## src/rtl/alu_seq_pkg.sv

```systemverilog
// -----------------------------------------------------------------------------
// alu_seq_pkg
// Shared types and constants for the ALU-sequenced multiplier.
//   state_e      : multiplier sequencer states
//   ALU_OP_*     : ALU operation select codes driven on o_ctrlAluOp
//   LAST_BIT     : bit-counter value of the final (MSB) multiplier bit
// -----------------------------------------------------------------------------
package alu_seq_pkg;

    typedef enum logic [2:0] {
        ST_IDLE    = 3'd0,
        ST_ISSUE   = 3'd1,
        ST_CAPTURE = 3'd2,
        ST_SHIFT   = 3'd3,
        ST_DONE    = 3'd4
    } state_e;

    localparam logic [1:0] ALU_OP_ADD   = 2'b00;
    localparam logic [1:0] ALU_OP_AND   = 2'b01;
    localparam logic [1:0] ALU_OP_XOR   = 2'b10;
    localparam logic [1:0] ALU_OP_SHIFT = 2'b11;

    localparam logic [2:0] LAST_BIT = 3'd7;

endpackage

```

## src/rtl/alu_mul_seq.sv

```systemverilog
// -----------------------------------------------------------------------------
// alu_mul_seq
// Shift-and-add 8x8 multiplier that borrows an external registered ALU for
// its additions. Each multiplier bit costs one SHIFT cycle (bit = 0) or an
// ISSUE + CAPTURE pair (bit = 1), so latency is 9 + popcount(opB) cycles.
//
// Build option: define ALU_MUL_SIGNED_EN to enable two's-complement
// multiplication selected by i_signed. Without it i_signed is ignored and
// every product is unsigned.
//
// Ports
//   i_clk, i_nReset            clock, asynchronous active-low reset
//   i_start, i_signed          start request (sampled in IDLE), signed select
//   i_opA, i_opB               multiplicand, multiplier (captured at start)
//   o_busy, o_done, o_product  status, one-cycle done pulse, 16-bit result
//   o_aluA, o_aluB             ALU A operand (acc high byte), bus operand
//   o_ctrlAluYNWE, o_ctrlAluNOE  ALU result write enable / bus output enable
//                                (both active-low)
//   o_ctrlAluSub, o_ctrlAluOp  ALU subtract and operation select
//   i_aluY, i_aluCarry, i_aluNegative, i_aluOverflow
//                              registered ALU result and flags
// -----------------------------------------------------------------------------
module alu_mul_seq
    import alu_seq_pkg::*;
#(
    parameter int WIDTH = 8
) (
    input  logic                 i_clk,
    input  logic                 i_nReset,
    input  logic                 i_start,
    input  logic                 i_signed,
    input  logic [WIDTH-1:0]     i_opA,
    input  logic [WIDTH-1:0]     i_opB,
    output logic                 o_busy,
    output logic                 o_done,
    output logic [2*WIDTH-1:0]   o_product,
    output logic [WIDTH-1:0]     o_aluA,
    output logic [WIDTH-1:0]     o_aluB,
    output logic                 o_ctrlAluYNWE,
    output logic                 o_ctrlAluNOE,
    output logic                 o_ctrlAluSub,
    output logic [1:0]           o_ctrlAluOp,
    input  logic [WIDTH-1:0]     i_aluY,
    input  logic                 i_aluCarry,
    input  logic                 i_aluNegative,
    input  logic                 i_aluOverflow
);

    state_e               state_q, state_d;
    logic [2*WIDTH-1:0]   acc_q, acc_d;
    logic [WIDTH-1:0]     mcand_q, mcand_d;
    logic [WIDTH-1:0]     mplr_q, mplr_d;
    logic [2:0]           cnt_q, cnt_d;
    logic                 sgn_q, sgn_d;
    logic [2*WIDTH-1:0]   prod_q, prod_d;

    logic [2:0]           cnt_nx;
    logic                 cap_top;
    logic                 shf_top;
    logic                 sgn_sel;

`ifdef ALU_MUL_SIGNED_EN
    assign sgn_sel = i_signed;
`else
    logic unused_ok;
    assign sgn_sel   = 1'b0;
    assign unused_ok = i_signed;
`endif

    assign cnt_nx  = cnt_q + 3'd1;
    // N ^ V recovers the true sign of the 9-bit signed sum; carry is the
    // ninth bit of the unsigned sum.
    assign cap_top = sgn_q ? (i_aluNegative ^ i_aluOverflow) : i_aluCarry;
    // Arithmetic shift keeps the partial product's sign when signed.
    assign shf_top = sgn_q & acc_q[2*WIDTH-1];

    always_ff @(posedge i_clk or negedge i_nReset) begin
        if (!i_nReset) begin
            state_q <= ST_IDLE;
            acc_q   <= '0;
            mcand_q <= '0;
            mplr_q  <= '0;
            cnt_q   <= '0;
            sgn_q   <= 1'b0;
            prod_q  <= '0;
        end else begin
            state_q <= state_d;
            acc_q   <= acc_d;
            mcand_q <= mcand_d;
            mplr_q  <= mplr_d;
            cnt_q   <= cnt_d;
            sgn_q   <= sgn_d;
            prod_q  <= prod_d;
        end
    end

    always_comb begin
        state_d       = state_q;
        acc_d         = acc_q;
        mcand_d       = mcand_q;
        mplr_d        = mplr_q;
        cnt_d         = cnt_q;
        sgn_d         = sgn_q;
        prod_d        = prod_q;
        o_aluA        = '0;
        o_aluB        = '0;
        o_ctrlAluYNWE = 1'b1;
        o_ctrlAluSub  = 1'b0;

        case (state_q)
            ST_IDLE: begin
                if (i_start) begin
                    mcand_d = i_opA;
                    mplr_d  = i_opB;
                    sgn_d   = sgn_sel;
                    acc_d   = '0;
                    cnt_d   = '0;
                    state_d = i_opB[0] ? ST_ISSUE : ST_SHIFT;
                end
            end
            ST_ISSUE: begin
                o_ctrlAluYNWE = 1'b0;
                o_aluA        = acc_q[2*WIDTH-1:WIDTH];
                o_aluB        = mcand_q;
                // The MSB of a two's-complement multiplier has negative weight.
                o_ctrlAluSub  = sgn_q && (cnt_q == LAST_BIT);
                state_d       = ST_CAPTURE;
            end
            ST_CAPTURE, ST_SHIFT: begin
                if (state_q == ST_CAPTURE) begin
                    acc_d = {cap_top, i_aluY, acc_q[WIDTH-1:1]};
                end else begin
                    acc_d = {shf_top, acc_q[2*WIDTH-1:1]};
                end
                if (cnt_q == LAST_BIT) begin
                    // Product is loaded on entry to DONE so it is valid with o_done.
                    prod_d  = acc_d;
                    state_d = ST_DONE;
                end else begin
                    cnt_d   = cnt_nx;
                    state_d = mplr_q[cnt_nx] ? ST_ISSUE : ST_SHIFT;
                end
            end
            ST_DONE: begin
                state_d = ST_IDLE;
            end
            default: begin
                state_d = ST_IDLE;
            end
        endcase
    end

    assign o_busy       = (state_q != ST_IDLE);
    assign o_done       = (state_q == ST_DONE);
    assign o_product    = prod_q;
    assign o_ctrlAluNOE = 1'b1;
    assign o_ctrlAluOp  = ALU_OP_ADD;

endmodule

```

## config.mk

```make
export PLATFORM = sky130hd
export DESIGN_NAME = alu_mul_seq
export DESIGN_NICKNAME = d
export VERILOG_FILES = /design/src/rtl/alu_seq_pkg.sv /design/src/rtl/alu_mul_seq.sv
export SDC_FILE = /design/constraint.sdc
export NUM_CORES = 1
export LEC_CHECK = 0
export BUFFER_PORTS_ARGS = -buffer_cell sky130_fd_sc_hd__buf_2
export CAP_MARGIN = 20
export CELL_PAD_IN_SITES_DETAIL_PLACEMENT = 2
export CELL_PAD_IN_SITES_GLOBAL_PLACEMENT = 2
export CORE_UTILIZATION = 30
export DETAILED_ROUTE_END_ITERATION = 10
export MAX_ROUTING_LAYER = met4
export PLACE_DENSITY_LB_ADDON = 0.25
export SYNTH_ARGS = -nofsm -noshare
export SYNTH_HDL_FRONTEND = slang
export SYNTH_SLANG_ARGS = --single-unit
export TNS_END_PERCENT = 1
```

## constraint.sdc

```tcl
create_clock -name i_clk -period 4.2 [get_ports i_clk]
set_input_delay 0.84 -clock i_clk [delete_from_list [all_inputs] [get_ports i_clk]]
set_output_delay 0.84 -clock i_clk [all_outputs]
set_load 0.01 [all_outputs]
```

==> out/results.tsv <==
stage	metric	value	unit
sta	Fmax	312.1	MHz
clocking	Resized cells post-CTS	0	
route	WL per Instance	14.69	um
clocking	TritonCTS Buffers	5	
sta	worst hold slack	487.4	ps
sta	slew margin rel.	33.14	%
sta	Setup Skew	6.787	ps
cells_and_area	Layout Area Growth over Synthesis	17.57	%
place	Area after DPL	2738	um^2
cells_and_area	Final nets	300	
floorplan	number of top-level pins	70	
logic_synthesis	top cells by area, synth	dfrtp_1, mux2_1, nand2_1, and2_1, mux2i_1	
route	met2 WL post-DR	2568	um
power_and_ir_drop	Power Density	687.1	nW/um^2
logic_synthesis	share of the synthesized area in the top cell type	55.27	%
sta	Slew Limit Fails	0	
route	via count of the routed design	1723	
route	Detailed Route Iter0 Violations	23	
global_route	first-pass GRT wire length	9190	um
logic_synthesis	most frequent cells after synthesis	dfrtp_1, nand2_1, o21ai_0, and2_1, mux2_1	
clocking	postcts setup bufs	0	
clocking	CTS tree	yes	
worst_setup_path	r2r setup slk	2130	ps
place	dpl ws	1266	ps
sta	post-layout min period	3204	ps
route	Remaining DRCs	0	
worst_setup_path	CP startpoint kind	flop	
logic_synthesis	Synth Flop Type	dfrtp_1	
logic_synthesis	leading area contributor after synthesis	dfrtp_1	
global_route	total track usage	14.41	%
sta	Tcrit/Tclk final	76.29	%
floorplan	row cnt	32	
floorplan	Die Y	91.44	um
route	top routing layer used	met4	
clocking	# H-tree levels	2	
route	Routed Antenna Nets	0	
worst_setup_path	worst reg2reg path depth	3	
clocking	Root Driver	clkbuf_8	
power_and_ir_drop	Leakage Power	1.410	nW
sta	Setup violations, final	0	
sta	final worst slack	995.6	ps
logic_synthesis	count leader, synth	dfrtp_1	
floorplan	initial core utilization	31.06	%
place	GPL Wtd Cong	0.7107	
clocking	clk sinks	53	
logic_synthesis	YS warnings	0	
sta	Setup TNS	0	ps
clocking	Hold Buf Count CTS	0	
logic_synthesis	sequential area share after synthesis	55.27	%
route	final WL	5434	um
clocking	clock tree buffer depth	2	
outcome	status	finished clean	
sta	worst slew pin tran	1003	ps
cells_and_area	Fillers	861	
route	drt pass-1 iters	3	
floorplan	core area	7727	um^2
cells_and_area	share of cells above drive strength 1	30.22	%
worst_setup_path	worst flop-to-flop path endpoint	o_product[4]	
global_route	remaining global-route overflow	0	
worst_setup_path	CP endpoint kind	output pin	
flow_run	Max Cap Viol	0	
worst_setup_path	CP Capture Point	o_aluA[6]	
cells_and_area	Antenna Cells	0	
logic_synthesis	distinct cell type count after synthesis	30	
hold_path	Worst Hold Class	flop to flop	
worst_setup_path	crit path DAT	2360	ps
worst_setup_path	critical path launch point	state_q[0]	
worst_setup_path	Crit path required time	3360	ps
logic_synthesis	EDFF count, synth	0	
cells_and_area	final instance area	2821	um^2
clocking	worst skew pair latency	300	ps
global_route	initial antenna violation count	0	
logic_synthesis	Yosys reg bits	53	
worst_setup_path	WS Path Type	flop to output pin	
global_route	largest net degree at the start of global routing	34	
sta	Final Hold Fails	0	
sta	RSZ-0062 raised after global routing	false	
clocking	Reg clk slew, reported paths	90	ps
worst_setup_path	r2r startpoint	state_q[1]	
logic_synthesis	async set-or-reset flop fraction in the synthesized netlist	100.0	%
floorplan	Die ar.	8361	um^2
route	vias per cell	4.657	
worst_setup_path	CP max FO	17	
place	PortBufs	62	
route	routed wl met3	265	um
logic_synthesis	Mapped Area	2400	um^2
logic_synthesis	Synth Instances	212	
logic_synthesis	synthesized area per cell	11.32	um^2
global_route	vias in the first global route	1856	
place	DP Wirelength	3819	um
route	wire length on met1	2547	um
power_and_ir_drop	peak supply drop	0.0001898	V
floorplan	die width	91.44	um
[cell families after synthesis]
group / after synthesis / share of synthesized area [%]
AOI/OAI and AO/OA: 37 / 9.125
adders and majority gates: 2 / 1.043
buffers and inverters: 23 / 5.943
DFF: 53 / 55.27
muxes: 33 / 14.96
other: 2 / 0.3129
and+or+nand+nor: 62 / 13.35
[worst min path at each step]
| stage | startpoint | endpoint | slack [ps] | cells after the start |
|---|---|---|---|---|
| 4_1_cts | mcand_q[7] | mcand_q[7] | 490 | 1 |
| 6_report | mcand_q[6] | mcand_q[6] | 490 | 1 |
| 3_3_place_gp | mcand_q[4] | mcand_q[4] | 460 | 1 |
| 3_5_place_dp | mcand_q[7] | mcand_q[7] | 470 | 1 |
| 2_1_floorplan | mcand_q[0] | mcand_q[0] | 450 | 1 |
| 5_1_grt | mcand_q[2] | mcand_q[2] | 500 | 1 |
[layout make-up]
cell class | count | area, um^2 | share of cell area [%]
clock buffers | 7 | 76.32 | 2.705
clock inverters | 1 | 7.507 | 0.2661
inverters | 6 | 22.52 | 0.7982
multi-input cells | 138 | 943.4 | 33.44
flip-flops and latches | 53 | 1326 | 47.01
well taps | 102 | 127.6 | 4.523
repair buffers | 63 | 317.8 | 11.26
[metrics by stage]
stage	total power (W)	util, %	cells
floorplan	0.001430	-	214
global placement	0.001655	35.43	362
detailed placement	0.001694	35.43	362
global route	0.002115	36.51	370
CTS	0.001984	36.51	370
finish	0.001939	36.51	370
[layout by cell type, fill, tap and decap left out, drive strengths merged, types with 6 or more instances in the layout]
| master | netlist | final |
|---|---|---|
| mux2i | 10 | 10 |
| buf | 15 | 63 |
| nand2 | 36 | 36 |
| dfrtp | 53 | 53 |
| mux2 | 23 | 23 |
| o21ai | 18 | 18 |
| clkbuf | 2 | 7 |
| o22ai | 9 | 9 |
| and2 | 16 | 16 |
| inv | 6 | 6 |
[state kept, by name, summed over array words and instances, names as in the netlist]
register	flops
cnt_q	3
o_product	16
mcand_q	8
state_q	3
mplr_q	8
acc_q	15
[where the power goes]
part | total [W] | leakage, nW | internal [W] | switching (W)
sequential | 0.000897 | 0.648 | 0.000737 | 0.000160
combinational | 0.000759 | 0.724 | 0.000344 | 0.000415
clock | 0.000283 | 0.0385 | 0.000118 | 0.000165
[per-layer routing]
metal  vias to the layer above  global-route usage [%]
li1                        824                       -
met1                       852                   18.63
met2                        42                   22.68
met3                         5                   3.769
met4                         0                   3.175
met5                         -                       -
[worst max-delay path, stage by stage, from the launching register on]
cell and delay (ps):
dfrtp_1 760, inv_1 200, nor3_2 730, and2_1 230, buf_2 130
Power figures use the tool's default switching activity.
